--- src/rtl/ps2_pkg.sv ---
// Shared types and helpers for the PS/2 host transmit path and its neighbours.
package ps2_pkg;

  typedef enum logic [2:0] {
    IDLE,
    INHIBIT,
    REQ,
    BITS,
    ACK,
    WAIT_IDLE,
    ERROR
  } state_e;

  function automatic logic odd_parity(input logic [7:0] d);
    return ~^d;
  endfunction

  function automatic int unsigned us_to_cycles(input int unsigned clk_hz, input int unsigned us);
    return (clk_hz / 1_000_000) * us;
  endfunction

endpackage

--- src/rtl/ps2_sync_edge.sv ---
// Two-flop synchronizer for a raw PS/2 line plus a falling-edge strobe.
// The strobe is valid two cycles after the pin edge, so a consumer acts on it at the third.
module ps2_sync_edge (
  input  logic clk,
  input  logic rst,
  input  logic pin_i,
  output logic level_o,
  output logic fall_o
);

  logic meta_q;
  logic sync_q;
  logic prev_q;

  // Idle PS/2 lines float high, so reset to 1 to avoid a spurious edge.
  always_ff @(posedge clk or posedge rst) begin
    if (rst) begin
      meta_q <= 1'b1;
      sync_q <= 1'b1;
      prev_q <= 1'b1;
    end else begin
      meta_q <= pin_i;
      sync_q <= meta_q;
      prev_q <= sync_q;
    end
  end

  assign level_o = sync_q;
  assign fall_o  = prev_q & ~sync_q;

endmodule

--- src/rtl/ps2_host_tx.sv ---
// Host-to-device PS/2 command transmitter driving both lines open-drain via output enables.
// One byte in flight at a time; tx_ready is low for the whole transaction and nothing is queued.
module ps2_host_tx
  import ps2_pkg::*;
#(
  parameter int unsigned CLK_FREQ_HZ       = 100_000_000,
  parameter int unsigned INHIBIT_US        = 120,
  parameter int unsigned START_TIMEOUT_US  = 15_000,
  parameter int unsigned PACKET_TIMEOUT_US = 2_000
) (
  input  logic       clk,
  input  logic       rst,
  input  logic [7:0] tx_data,
  input  logic       tx_valid,
  output logic       tx_ready,
  input  logic       ps2_clk_in,
  input  logic       ps2_data_in,
  output logic       ps2_clk_oe,
  output logic       ps2_data_oe,
  output logic       busy,
  output logic       tx_done,
  output logic       tx_error
);

  localparam int unsigned INH  = us_to_cycles(CLK_FREQ_HZ, INHIBIT_US);
  localparam int unsigned STO  = us_to_cycles(CLK_FREQ_HZ, START_TIMEOUT_US);
  localparam int unsigned PTO  = us_to_cycles(CLK_FREQ_HZ, PACKET_TIMEOUT_US);
  localparam int unsigned MAXC = (INH > STO) ? ((INH > PTO) ? INH : PTO)
                                             : ((STO > PTO) ? STO : PTO);
  localparam int CW = $clog2(MAXC);

  logic clk_lvl;
  logic clk_fe;
  logic data_lvl;
  logic data_fe_unused;

  ps2_sync_edge u_clk_sync (
    .clk     (clk),
    .rst     (rst),
    .pin_i   (ps2_clk_in),
    .level_o (clk_lvl),
    .fall_o  (clk_fe)
  );

  ps2_sync_edge u_data_sync (
    .clk     (clk),
    .rst     (rst),
    .pin_i   (ps2_data_in),
    .level_o (data_lvl),
    .fall_o  (data_fe_unused)
  );

  state_e        state_q;
  logic [8:0]    shift_q;
  logic [3:0]    bit_idx_q;
  logic [CW-1:0] cnt_q;
  logic [CW-1:0] pkt_q;
  logic          clk_oe_q;
  logic          data_oe_q;
  logic          done_q;
  logic          err_q;

  logic accept;
  logic pkt_expired;

  assign accept      = tx_valid && (state_q == IDLE);
  assign pkt_expired = (pkt_q == CW'(PTO - 1));

  always_ff @(posedge clk or posedge rst) begin
    if (rst) begin
      state_q   <= IDLE;
      shift_q   <= '0;
      bit_idx_q <= '0;
      cnt_q     <= '0;
      pkt_q     <= '0;
      clk_oe_q  <= 1'b0;
      data_oe_q <= 1'b0;
      done_q    <= 1'b0;
      err_q     <= 1'b0;
    end else begin
      done_q <= 1'b0;
      err_q  <= 1'b0;
      unique case (state_q)
        IDLE: begin
          if (accept) begin
            shift_q   <= {odd_parity(tx_data), tx_data};
            cnt_q     <= '0;
            clk_oe_q  <= 1'b1;
            data_oe_q <= 1'b0;
            state_q   <= INHIBIT;
          end
        end
        INHIBIT: begin
          cnt_q <= cnt_q + 1'b1;
          // Start bit goes low one cycle before the clock is released.
          if (cnt_q == CW'(INH - 2)) data_oe_q <= 1'b1;
          if (cnt_q == CW'(INH - 1)) begin
            clk_oe_q <= 1'b0;
            cnt_q    <= '0;
            state_q  <= REQ;
          end
        end
        REQ: begin
          if (clk_fe) begin
            // First device edge already asks for D0.
            data_oe_q <= ~shift_q[0];
            shift_q   <= {1'b0, shift_q[8:1]};
            bit_idx_q <= '0;
            pkt_q     <= '0;
            state_q   <= BITS;
          end else if (cnt_q == CW'(STO - 1)) begin
            data_oe_q <= 1'b0;
            err_q     <= 1'b1;
            state_q   <= ERROR;
          end else begin
            cnt_q <= cnt_q + 1'b1;
          end
        end
        BITS: begin
          pkt_q <= pkt_q + 1'b1;
          if (pkt_expired) begin
            data_oe_q <= 1'b0;
            err_q     <= 1'b1;
            state_q   <= ERROR;
          end else if (clk_fe) begin
            if (bit_idx_q == 4'd8) begin
              data_oe_q <= 1'b0;
              state_q   <= ACK;
            end else begin
              data_oe_q <= ~shift_q[0];
              shift_q   <= {1'b0, shift_q[8:1]};
              bit_idx_q <= bit_idx_q + 1'b1;
            end
          end
        end
        ACK: begin
          pkt_q <= pkt_q + 1'b1;
          if (pkt_expired || (clk_fe && data_lvl)) begin
            err_q   <= 1'b1;
            state_q <= ERROR;
          end else if (clk_fe) begin
            state_q <= WAIT_IDLE;
          end
        end
        WAIT_IDLE: begin
          pkt_q <= pkt_q + 1'b1;
          if (pkt_expired) begin
            err_q   <= 1'b1;
            state_q <= ERROR;
          end else if (clk_lvl && data_lvl) begin
            done_q  <= 1'b1;
            state_q <= IDLE;
          end
        end
        ERROR: begin
          clk_oe_q  <= 1'b0;
          data_oe_q <= 1'b0;
          state_q   <= IDLE;
        end
        default: state_q <= IDLE;
      endcase
    end
  end

  assign tx_ready    = (state_q == IDLE);
  assign busy        = (state_q != IDLE);
  assign ps2_clk_oe  = clk_oe_q;
  assign ps2_data_oe = data_oe_q;
  assign tx_done     = done_q;
  assign tx_error    = err_q;

endmodule

--- config.mk ---
export PLATFORM = sky130hd
export DESIGN_NAME = ps2_host_tx
export DESIGN_NICKNAME = d
export VERILOG_FILES = /design/src/rtl/ps2_pkg.sv /design/src/rtl/ps2_sync_edge.sv /design/src/rtl/ps2_host_tx.sv
export SDC_FILE = /design/constraint.sdc
export NUM_CORES = 1
export LEC_CHECK = 0
export CAP_MARGIN = 0
export CELL_PAD_IN_SITES_DETAIL_PLACEMENT = 0
export CELL_PAD_IN_SITES_GLOBAL_PLACEMENT = 1
export CORE_MARGIN = 2
export CORE_UTILIZATION = 42
export CTS_BUF_LIST = sky130_fd_sc_hd__clkbuf_16
export CTS_CLUSTER_DIAMETER = 40
export DETAILED_ROUTE_END_ITERATION = 12
export PLACE_DENSITY_LB_ADDON = 0.15
export SLEW_MARGIN = 20
export SYNTH_ARGS = -nofsm -noshare
export SYNTH_HDL_FRONTEND = slang
export SYNTH_HIERARCHICAL = 1
export SYNTH_SLANG_ARGS = --single-unit
export TNS_END_PERCENT = 50
--- constraint.sdc ---
create_clock -name clk -period 2.2 [get_ports clk]
set_clock_uncertainty 0.2 [all_clocks]
set_input_delay 0.33 -clock clk [delete_from_list [all_inputs] [get_ports clk]]
set_output_delay 0.33 -clock clk [all_outputs]
set_load 0.005 [all_outputs]
==> results by group <==
Run status
  – Status: finished with violations
  – Failing checks: negative setup slack

Floorplanning
  – Starting Density: 42.9%
  – Die Area: 9540 um^2
  – Core Rows: 34
  – Boundary pin count: 19
  – Die height: 97.7 um
  – Die Span X: 97.7 um
  – Core Footprint: 8590 um^2

Clocking
  – Clk slew on worst S/H paths: 0.06 ns
  – Num CTS Buffers: 9
  – # clock sinks: 67
  – H-tree levels: 3
  – Max Root-Sink Buffers: 2
  – Worst skew pair latency: 0.33 ns
  – Hold-fix buffers at CTS: 0
  – Clock Tree Root: clkbuf_16
  – CTS tree: yes

STA
  – Setup tns final: -0.0677 ns
  – Worst Tran Pin Value: 0.400 ns
  – Final hold violations: 0
  – Fraction of the cycle the final worst path needs: 102%
  – Final Max Slew Viols: 0
  – Fin crit period: 2.24 ns
  – RSZ-0062 raised after global routing: true
  – Post-route setup slack: -0.0408 ns
  – Fmax achieved: 0.446 GHz
  – # setup viols final: 2
  – Max_slew headroom: 72.9%

Synth
  – Synthesized instance count: 400
  – Mean Syn Cell Area: 9.21 um^2
  – Mapped Nets: 418
  – Mapped Area: 3680 um^2
  – Yosys synthesis warning count: 6

Pwr
  – Total Power: 0.00504 W
  – Leakage: 2.22 nW
  – Pwr/cell area: 1030 nW/um^2
  – Max VDD drop: 0.000498 V

Setup path
  – Critical Path RT: 2.21 ns
  – Critical path endpoint category: flop
  – Startpoint types: flop
  – CP Class: flop to flop
  – R2R setup slack: -0.04 ns
  – Max Fanout on Critical Path: 3
  – Critical Path AT: 2.25 ns

Final layout
  – Layout net count: 503
  – Final non-filler cell total: 597
  – Util after Layout: 56.8%
  – Area delta synth->final: 32.5%
  – Number of diodes: 0
  – Layout cells sized above 1: 24.5%

Routing
  – Post-route antenna net violation count: 0
  – Initial DRC Count: 137
  – Wirelength, routed: 8.90 mm
  – Iteration count of the initial detailed-routing pass: 5
  – Residual DRC count: 0
  – DR vias: 3167
  – DR vias/cell: 5.30
  – WL/cell: 14.9 um

Global routing
  – Vias in the first global route: 3246
  – First-pass GRT wire length: 15.4 mm
  – Initial antenna violation count: 0
  – Gr usage total: 19.9%
  – Gr ovfl total: 0
  – Largest net degree at the start of global routing: 42

Placement
  – Dpl cells: 578
  – Placer Congestion: 0.838
  – Port bufs: 18
  – Detail Placement HPWL: 6.39 mm

Run
  – Max cap viols: 0

Worst hold path
  – HP Class: flop to flop
-- per-layer routing --
metal  global-route usage, %  wire (um)
met1                    27.3       4400
met2                    32.1       4210
met3                    3.31        198
met4                    6.73         94
met5                       0          0
-- cell usage in the layout, fill, tap and decap left out, drive strengths merged, types with 3 or more instances in the layout --
| cell | n |
|---|---|
| nor2 | 56 |
| nand3 | 28 |
| clkinv | 4 |
| or3 | 5 |
| a32o | 3 |
| and3 | 7 |
| nand2 | 32 |
| and2 | 3 |
| a31oi | 4 |
| nand2b | 3 |
| ha | 5 |
| clkbuf | 9 |
| o31ai | 4 |
| xor2 | 26 |
| inv | 17 |
| nor4 | 6 |
| nand4 | 16 |
| clkdlybuf4s50 | 17 |
| buf | 73 |
| nor3 | 8 |
| o21ai | 12 |
| dfrtp | 62 |
| xnor2 | 18 |
| dfstp | 5 |
| a21oi | 28 |
| mux2i | 9 |
-- area by class of cell --
cell class / count / area, um^2
Clock buffer: 9 / 225
Clock inverter: 6 / 26.3
Timing Repair Buffer: 91 / 781
Fill cell: 775 / 3710
Multi-Input combinational cell: 301 / 1970
Tap cell: 108 / 135
Sequential cell: 67 / 1690
Inverter: 15 / 58.8
-- metrics by stage --
step	setup WS [ns]	hold WS, ns	instance area, um^2
floorplan	0.000684	0.0415	3700
global placement	-0.108	0.146	4500
detailed placement	-0.0754	0.147	4500
CTS	-0.0435	0.155	4810
global route	-0.156	0.161	4880
finish	-0.0408	0.154	4880
-- sequential cells by signal, indices dropped and copies added, names as in the netlist, 3 cells and up --
name       cells
cnt_q         21
state_q        3
pkt_q         21
bit_idx_q      4
shift_q        9
-- worst paths after layout --
| kind | startpoint | depth (start not counted) | end |
|---|---|---|---|
| min reg2reg | u_clk_sync/meta_q | 0 | u_clk_sync/level_o |
| max | cnt_q[15] | 6 | ps2_data_oe |
| max reg2reg | cnt_q[15] | 6 | ps2_data_oe |
| max in group asynchronous | rst | 3 | state_q[2] |
| min in group asynchronous | rst | 2 | u_data_sync/meta_q |
| min | u_clk_sync/meta_q | 0 | u_clk_sync/level_o |
-- what timing repair did --
action                     4_1_cts  5_1_grt
pin swaps                        1        6
gates resized for setup         13       13
buffers inserted                 2        2
setup endpoints to repair       33       45
-- power by group --
group	internal, W	leakage (nW)	total, W	switching, W
sequential	0.00146	0.873	0.00161	0.000151
combinational	0.00103	1.21	0.00218	0.00114
clock	0.000737	0.135	0.00125	0.000510
-- worst max-delay path, cell delays in order (launching register included) --
cell and delay (ns):
dfrtp_1 0.39, or4_4 0.55, nor4b_4 0.28, a21oi_1 0.12
a31oi_1 0.16, o211ai_1 0.11, mux2_1 0.32
No activity file was read; power rests on OpenSTA's default activity.
==> variant 1: new RTL, same settings <==
Encoding of `state_e`: now Gray code (3 bits for 7 states).
--- a/src/rtl/ps2_pkg.sv
+++ b/src/rtl/ps2_pkg.sv
@@ -3,11 +3,11 @@
 
   typedef enum logic [2:0] {
-    IDLE,
-    INHIBIT,
-    REQ,
-    BITS,
-    ACK,
-    WAIT_IDLE,
-    ERROR
+    IDLE      = 3'b000,
+    INHIBIT   = 3'b001,
+    REQ       = 3'b011,
+    BITS      = 3'b010,
+    ACK       = 3'b110,
+    WAIT_IDLE = 3'b111,
+    ERROR     = 3'b101
   } state_e;
 
Check against the original RTL: same outputs for any inputs over 10 cycles, from zero or initial values and one cycle with rst high; not proved beyond that.
==> variant 1 against the original RTL <==
The flow still finishes with violations (negative setup slack). Non-clock buffer count grew 13. Final area grew 8.7%. Area after synthesis shrank 0.31%. Routed wire length grew 6.0%. Power grew 11%. Synthesized cell count grew 1.3%. Sequential cell count is the same. Critical path type unchanged. Die area shrank 0.30%. Setup slack lost 0.088 ns.
==> variant 1: results (changes against the original RTL) <==
<table>
<tr><th>Metric</th><th>Value</th></tr>
<tr><th colspan="2">Status</th></tr>
<tr><td>Outcome</td><td>complete, but fails checks (unchanged)</td></tr>
<tr><td>Failing checks</td><td>negative setup slack (unchanged)</td></tr>
<tr><th colspan="2">Global routing</th></tr>
<tr><td>First-pass GRT wire length</td><td>15300 um (was 15400 um)</td></tr>
<tr><td>Met3 usage in global routing</td><td>0.0353 (was 0.0331)</td></tr>
<tr><td>M2 GR Usage</td><td>0.288 (was 0.321)</td></tr>
<tr><td>Maximum number of pins on one net before global-route repair</td><td>38 (was 42)</td></tr>
<tr><td>Vias in the first global route</td><td>3176 (was 3246)</td></tr>
<tr><td>Global routing met1 resource utilization</td><td>0.298 (was 0.273)</td></tr>
<tr><td>GR Util All Layers</td><td>0.199 (about the same)</td></tr>
<tr><th colspan="2">Clock network</th></tr>
<tr><td>Worst-skew pair later-pin latency</td><td>0.33 ns (about the same)</td></tr>
<tr><th colspan="2">Power</th></tr>
<tr><td>Peak VDD IR</td><td>630 uV (was 498 uV)</td></tr>
<tr><td>Leak Pwr</td><td>2.37 nW (was 2.22 nW)</td></tr>
<tr><th colspan="2">STA</th></tr>
<tr><td>Worst setup margin</td><td>-0.128 ns (was -0.0408 ns)</td></tr>
<tr><td>Setup violators final</td><td>15 (was 2)</td></tr>
<tr><td>Max-slew headroom at the worst pin</td><td>0.667 (was 0.729)</td></tr>
<tr><th colspan="2">Detailed routing</th></tr>
<tr><td>Via total after detailed routing</td><td>3284 (was 3167)</td></tr>
<tr><td>1st-iter DRT viols</td><td>101 (was 137)</td></tr>
<tr><td>Number of iterations in the first detailed-routing pass</td><td>4 (was 5)</td></tr>
<tr><th colspan="2">Placement</th></tr>
<tr><td>Placer congestion estimate</td><td>0.812 (was 0.838)</td></tr>
<tr><td>Cell area after placement</td><td>4470 um2 (was 4500 um2)</td></tr>
<tr><td>DP Wirelength</td><td>6240 um (was 6390 um)</td></tr>
<tr><th colspan="2">Final layout</th></tr>
<tr><td>Registers with the highest flip-flop counts</td><td>cnt_q x21, pkt_q x21, shift_q x9 (unchanged)</td></tr>
<tr><td>Number of nets in the layout</td><td>525 (was 503)</td></tr>
<tr><td>Proportion of layout cells with a drive suffix above 1</td><td>0.333 (was 0.245)</td></tr>
<tr><th colspan="2">Critical path</th></tr>
<tr><td>Data arrival time of the critical path</td><td>2.34 ns (was 2.25 ns)</td></tr>
<tr><td>Maximum fanout along the worst path</td><td>2 (was 3)</td></tr>
<tr><th colspan="2">Synth</th></tr>
<tr><td>Synth Net Count</td><td>423 (was 418)</td></tr>
</table>
[variant 1: metrics by stage]
| step | instances | TNS (ns) | utilization | setup slack [ns] | hold slack (ns) |
|---|---|---|---|---|---|
| floorplan | 405 | -0.469 | - | -0.205 | 0.0415 |
| global placement | 583 | -3.50 | 0.520 | -0.171 | 0.145 |
| detailed placement | 583 | -3.77 | 0.520 | -0.180 | 0.147 |
| CTS | 605 | -0.830 | 0.577 | -0.128 | 0.155 |
| global route | 619 | -2.71 | 0.617 | -0.192 | 0.164 |
| finish | 619 | -1.09 | 0.617 | -0.128 | 0.155 |
[variant 1: worst paths after layout]
| path | from | endpoint | slack (ns) | cells past startpoint |
|---|---|---|---|---|
| hold / removal | u_clk_sync/meta_q$_DFF_PP1_ | u_clk_sync/level_o$_DFF_PP1_ | 0.15 | 0 |
| max in group asynchronous | rst | state_q[2]$_DFFE_PP0P_ | 1.12 | 3 |
| setup / recovery | cnt_q[0]$_DFFE_PP0P_ | ps2_data_oe$_DFFE_PP0P_ | -0.13 | 7 |
| setup reg to reg | cnt_q[0]$_DFFE_PP0P_ | ps2_data_oe$_DFFE_PP0P_ | -0.13 | 7 |
| hold reg to reg | u_clk_sync/meta_q$_DFF_PP1_ | u_clk_sync/level_o$_DFF_PP1_ | 0.15 | 0 |
| min in group asynchronous | rst | u_data_sync/meta_q$_DFF_PP1_ | 0.21 | 2 |
[variant 1: cell type report]
type                            count  area, um2
Inverter                           13       48.8
Multi-Input combinational cell    312       2200
Clock inverter                      6        106
Clock buffer                        9        225
Tap cell                          108        135
Fill cell                         740       3290
Sequential cell                    67       1690
Timing Repair Buffer              104        901
[variant 1: where the power goes]
part	total, W	internal [W]	switching, W
sequential	0.00161	0.00145	0.000158
clock	0.00161	0.00109	0.000520
combinational	0.00237	0.00116	0.00121
[variant 1: repair_timing]
item,in CTS,in global routing
gates resized for setup,28,52
hold endpoints to repair,0,0
hold buffers,0,0
buffers inserted,7,11
cloned,0,3
pin swaps,19,28
endpoints found under the setup margin,37,40
[variant 1: layer usage]
| metal | routed length [um] | part of all wire |
|---|---|---|
| met5 | 0 | 0 |
| met2 | 4220 | 0.45 |
| met3 | 280 | 0.030 |
| met4 | 133 | 0.014 |
| met1 | 4800 | 0.51 |
[variant 1: critical path: cells and delay by family, from the launching register on]
| kind | cells | cell delay (ns) |
|---|---|---|
| AND/OR/NAND/NOR | 4 | 0.98 |
| flip-flops | 1 | 0.36 |
| multiplexers | 1 | 0.31 |
| adder cells (fa/ha/maj) | 1 | 0.21 |
| AO/OA/AOI/OAI | 1 | 0.15 |
==> variant 2: new RTL, same settings <==
Without the edit above. Set the parameter `START_TIMEOUT_US` to 3_750 (it was 15_000).
--- a/src/rtl/ps2_host_tx.sv
+++ b/src/rtl/ps2_host_tx.sv
@@ -6,5 +6,5 @@
   parameter int unsigned CLK_FREQ_HZ       = 100_000_000,
   parameter int unsigned INHIBIT_US        = 120,
-  parameter int unsigned START_TIMEOUT_US  = 15_000,
+  parameter int unsigned START_TIMEOUT_US  = 3_750,
   parameter int unsigned PACKET_TIMEOUT_US = 2_000
 ) (
Behaviour: no difference found for any inputs over 10 cycles, from zero or initial values and one cycle with rst high; that may be too few to reach the edited logic, so the function may still have changed.
==> variant 2 against the original RTL <==
The flow still finishes with violations (negative setup slack). Final area fell by 2.5%. Area after synthesis fell by 6.3%. Routed wire length fell by 4.8%. Fmax fell by 0.78%. Setup slack got worse by 0.018 ns. Power fell by 1.7%. Sequential cell count fell by 4. Critical path type unchanged. Critical endpoint unchanged.
==> variant 2: results (changes against the original RTL) <==
<table>
<tr><th>Metric</th><th>Value</th></tr>
<tr><th colspan="2">Global routing</th></tr>
<tr><td>M2 GR Usage</td><td>0.308 (was 0.321)</td></tr>
<tr><td>GR Util All Layers</td><td>0.206 (was 0.199)</td></tr>
<tr><td>Vias in the first global route</td><td>2880 (was 3246)</td></tr>
<tr><td>Met3 usage in global routing</td><td>0.0487 (was 0.0331)</td></tr>
<tr><td>First-pass GRT wire length</td><td>14200 um (was 15400 um)</td></tr>
<tr><td>Maximum number of pins on one net before global-route repair</td><td>59 (was 42)</td></tr>
<tr><td>Global routing met1 resource utilization</td><td>0.297 (was 0.273)</td></tr>
<tr><th colspan="2">STA</th></tr>
<tr><td>Setup violators final</td><td>4 (was 2)</td></tr>
<tr><td>Worst setup margin</td><td>-0.0584 ns (was -0.0408 ns)</td></tr>
<tr><td>Total negative slack for setup checks</td><td>-0.112 ns (was -0.0677 ns)</td></tr>
<tr><th colspan="2">Synth</th></tr>
<tr><td>Synth Net Count</td><td>394 (was 418)</td></tr>
<tr><th colspan="2">Final layout</th></tr>
<tr><td>Number of nets in the layout</td><td>484 (was 503)</td></tr>
<tr><td>Registers with the highest flip-flop counts</td><td>cnt_q x19, pkt_q x19, shift_q x9 (was cnt_q x21, pkt_q x21, shift_q x9)</td></tr>
<tr><td>Proportion of layout cells with a drive suffix above 1</td><td>0.287 (was 0.245)</td></tr>
<tr><th colspan="2">Detailed routing</th></tr>
<tr><td>Routed length per instance</td><td>14.7 um (was 14.9 um)</td></tr>
<tr><td>1st-iter DRT viols</td><td>100 (was 137)</td></tr>
<tr><td>Post-DR vias/cell</td><td>5.09 (was 5.30)</td></tr>
<tr><td>Number of iterations in the first detailed-routing pass</td><td>4 (was 5)</td></tr>
<tr><th colspan="2">Critical path</th></tr>
<tr><td>Data arrival time of the critical path</td><td>2.27 ns (was 2.25 ns)</td></tr>
<tr><td>Library cell contributing the largest single delay on the critical path</td><td>or4b_4 (was or4_4)</td></tr>
<tr><th colspan="2">Status</th></tr>
<tr><td>Outcome</td><td>complete, but fails checks (unchanged)</td></tr>
<tr><td>Failing checks</td><td>negative setup slack (unchanged)</td></tr>
<tr><th colspan="2">Placement</th></tr>
<tr><td>Placer congestion estimate</td><td>0.872 (was 0.838)</td></tr>
<tr><td>DP Worst Slack</td><td>-0.160 ns (was -0.0754 ns)</td></tr>
<tr><th colspan="2">Clock network</th></tr>
<tr><td>Post-CTS Setup Bufs</td><td>4 (was 2)</td></tr>
<tr><th colspan="2">Power</th></tr>
<tr><td>Leak Pwr</td><td>2.13 nW (was 2.22 nW)</td></tr>
<tr><td>Peak VDD IR</td><td>675 uV (was 498 uV)</td></tr>
</table>
==> variant 2: routing by layer <==
layer	routed length (um)	part of all wire	vias up
met2	3900	0.46	46
met5	0	0	-
met1	4190	0.49	1386
met3	273	0.032	8
met4	118	0.014	0
li1	-	-	1492
==> variant 2: path summary, 6_finish.rpt <==
kind / start / end / slack, ns / cells past startpoint
worst max register to register: cnt_q[12]$_DFFE_PP0P_ / ps2_data_oe$_DFFE_PP0P_ / -0.06 / 6
max in group asynchronous: rst / state_q[2]$_DFFE_PP0P_ / 1.28 / 3
worst min-delay path: u_clk_sync/meta_q$_DFF_PP1_ / u_clk_sync/level_o$_DFF_PP1_ / 0.16 / 0
min in group asynchronous: rst / u_data_sync/level_o$_DFF_PP1_ / 0.20 / 2
worst min register to register: u_clk_sync/meta_q$_DFF_PP1_ / u_clk_sync/level_o$_DFF_PP1_ / 0.16 / 0
worst max-delay path: cnt_q[12]$_DFFE_PP0P_ / ps2_data_oe$_DFFE_PP0P_ / -0.06 / 6
==> variant 2: critical path: cells and delay by family, from the launching register on <==
family           cells  cell delay (ns)
flip-flops           1             0.37
AND/OR/NAND/NOR      3             0.90
AO/OA/AOI/OAI        2             0.36
multiplexers         1             0.30
==> variant 2: final cells by class <==
type                            instances  area, um2  area share
Timing Repair Buffer                   93        806       0.169
Clock inverter                          7       41.3     0.00868
Sequential cell                        63       1580       0.333
Inverter                               15       56.3      0.0118
Multi-Input combinational cell        284       1920       0.403
Tap cell                              105        131      0.0276
Clock buffer                            9        225      0.0473
==> variant 2: power breakdown <==
part	internal (W)	switching, W
Combinational	0.00101	0.00110
Clock	0.000750	0.000508
Sequential	0.00140	0.000182
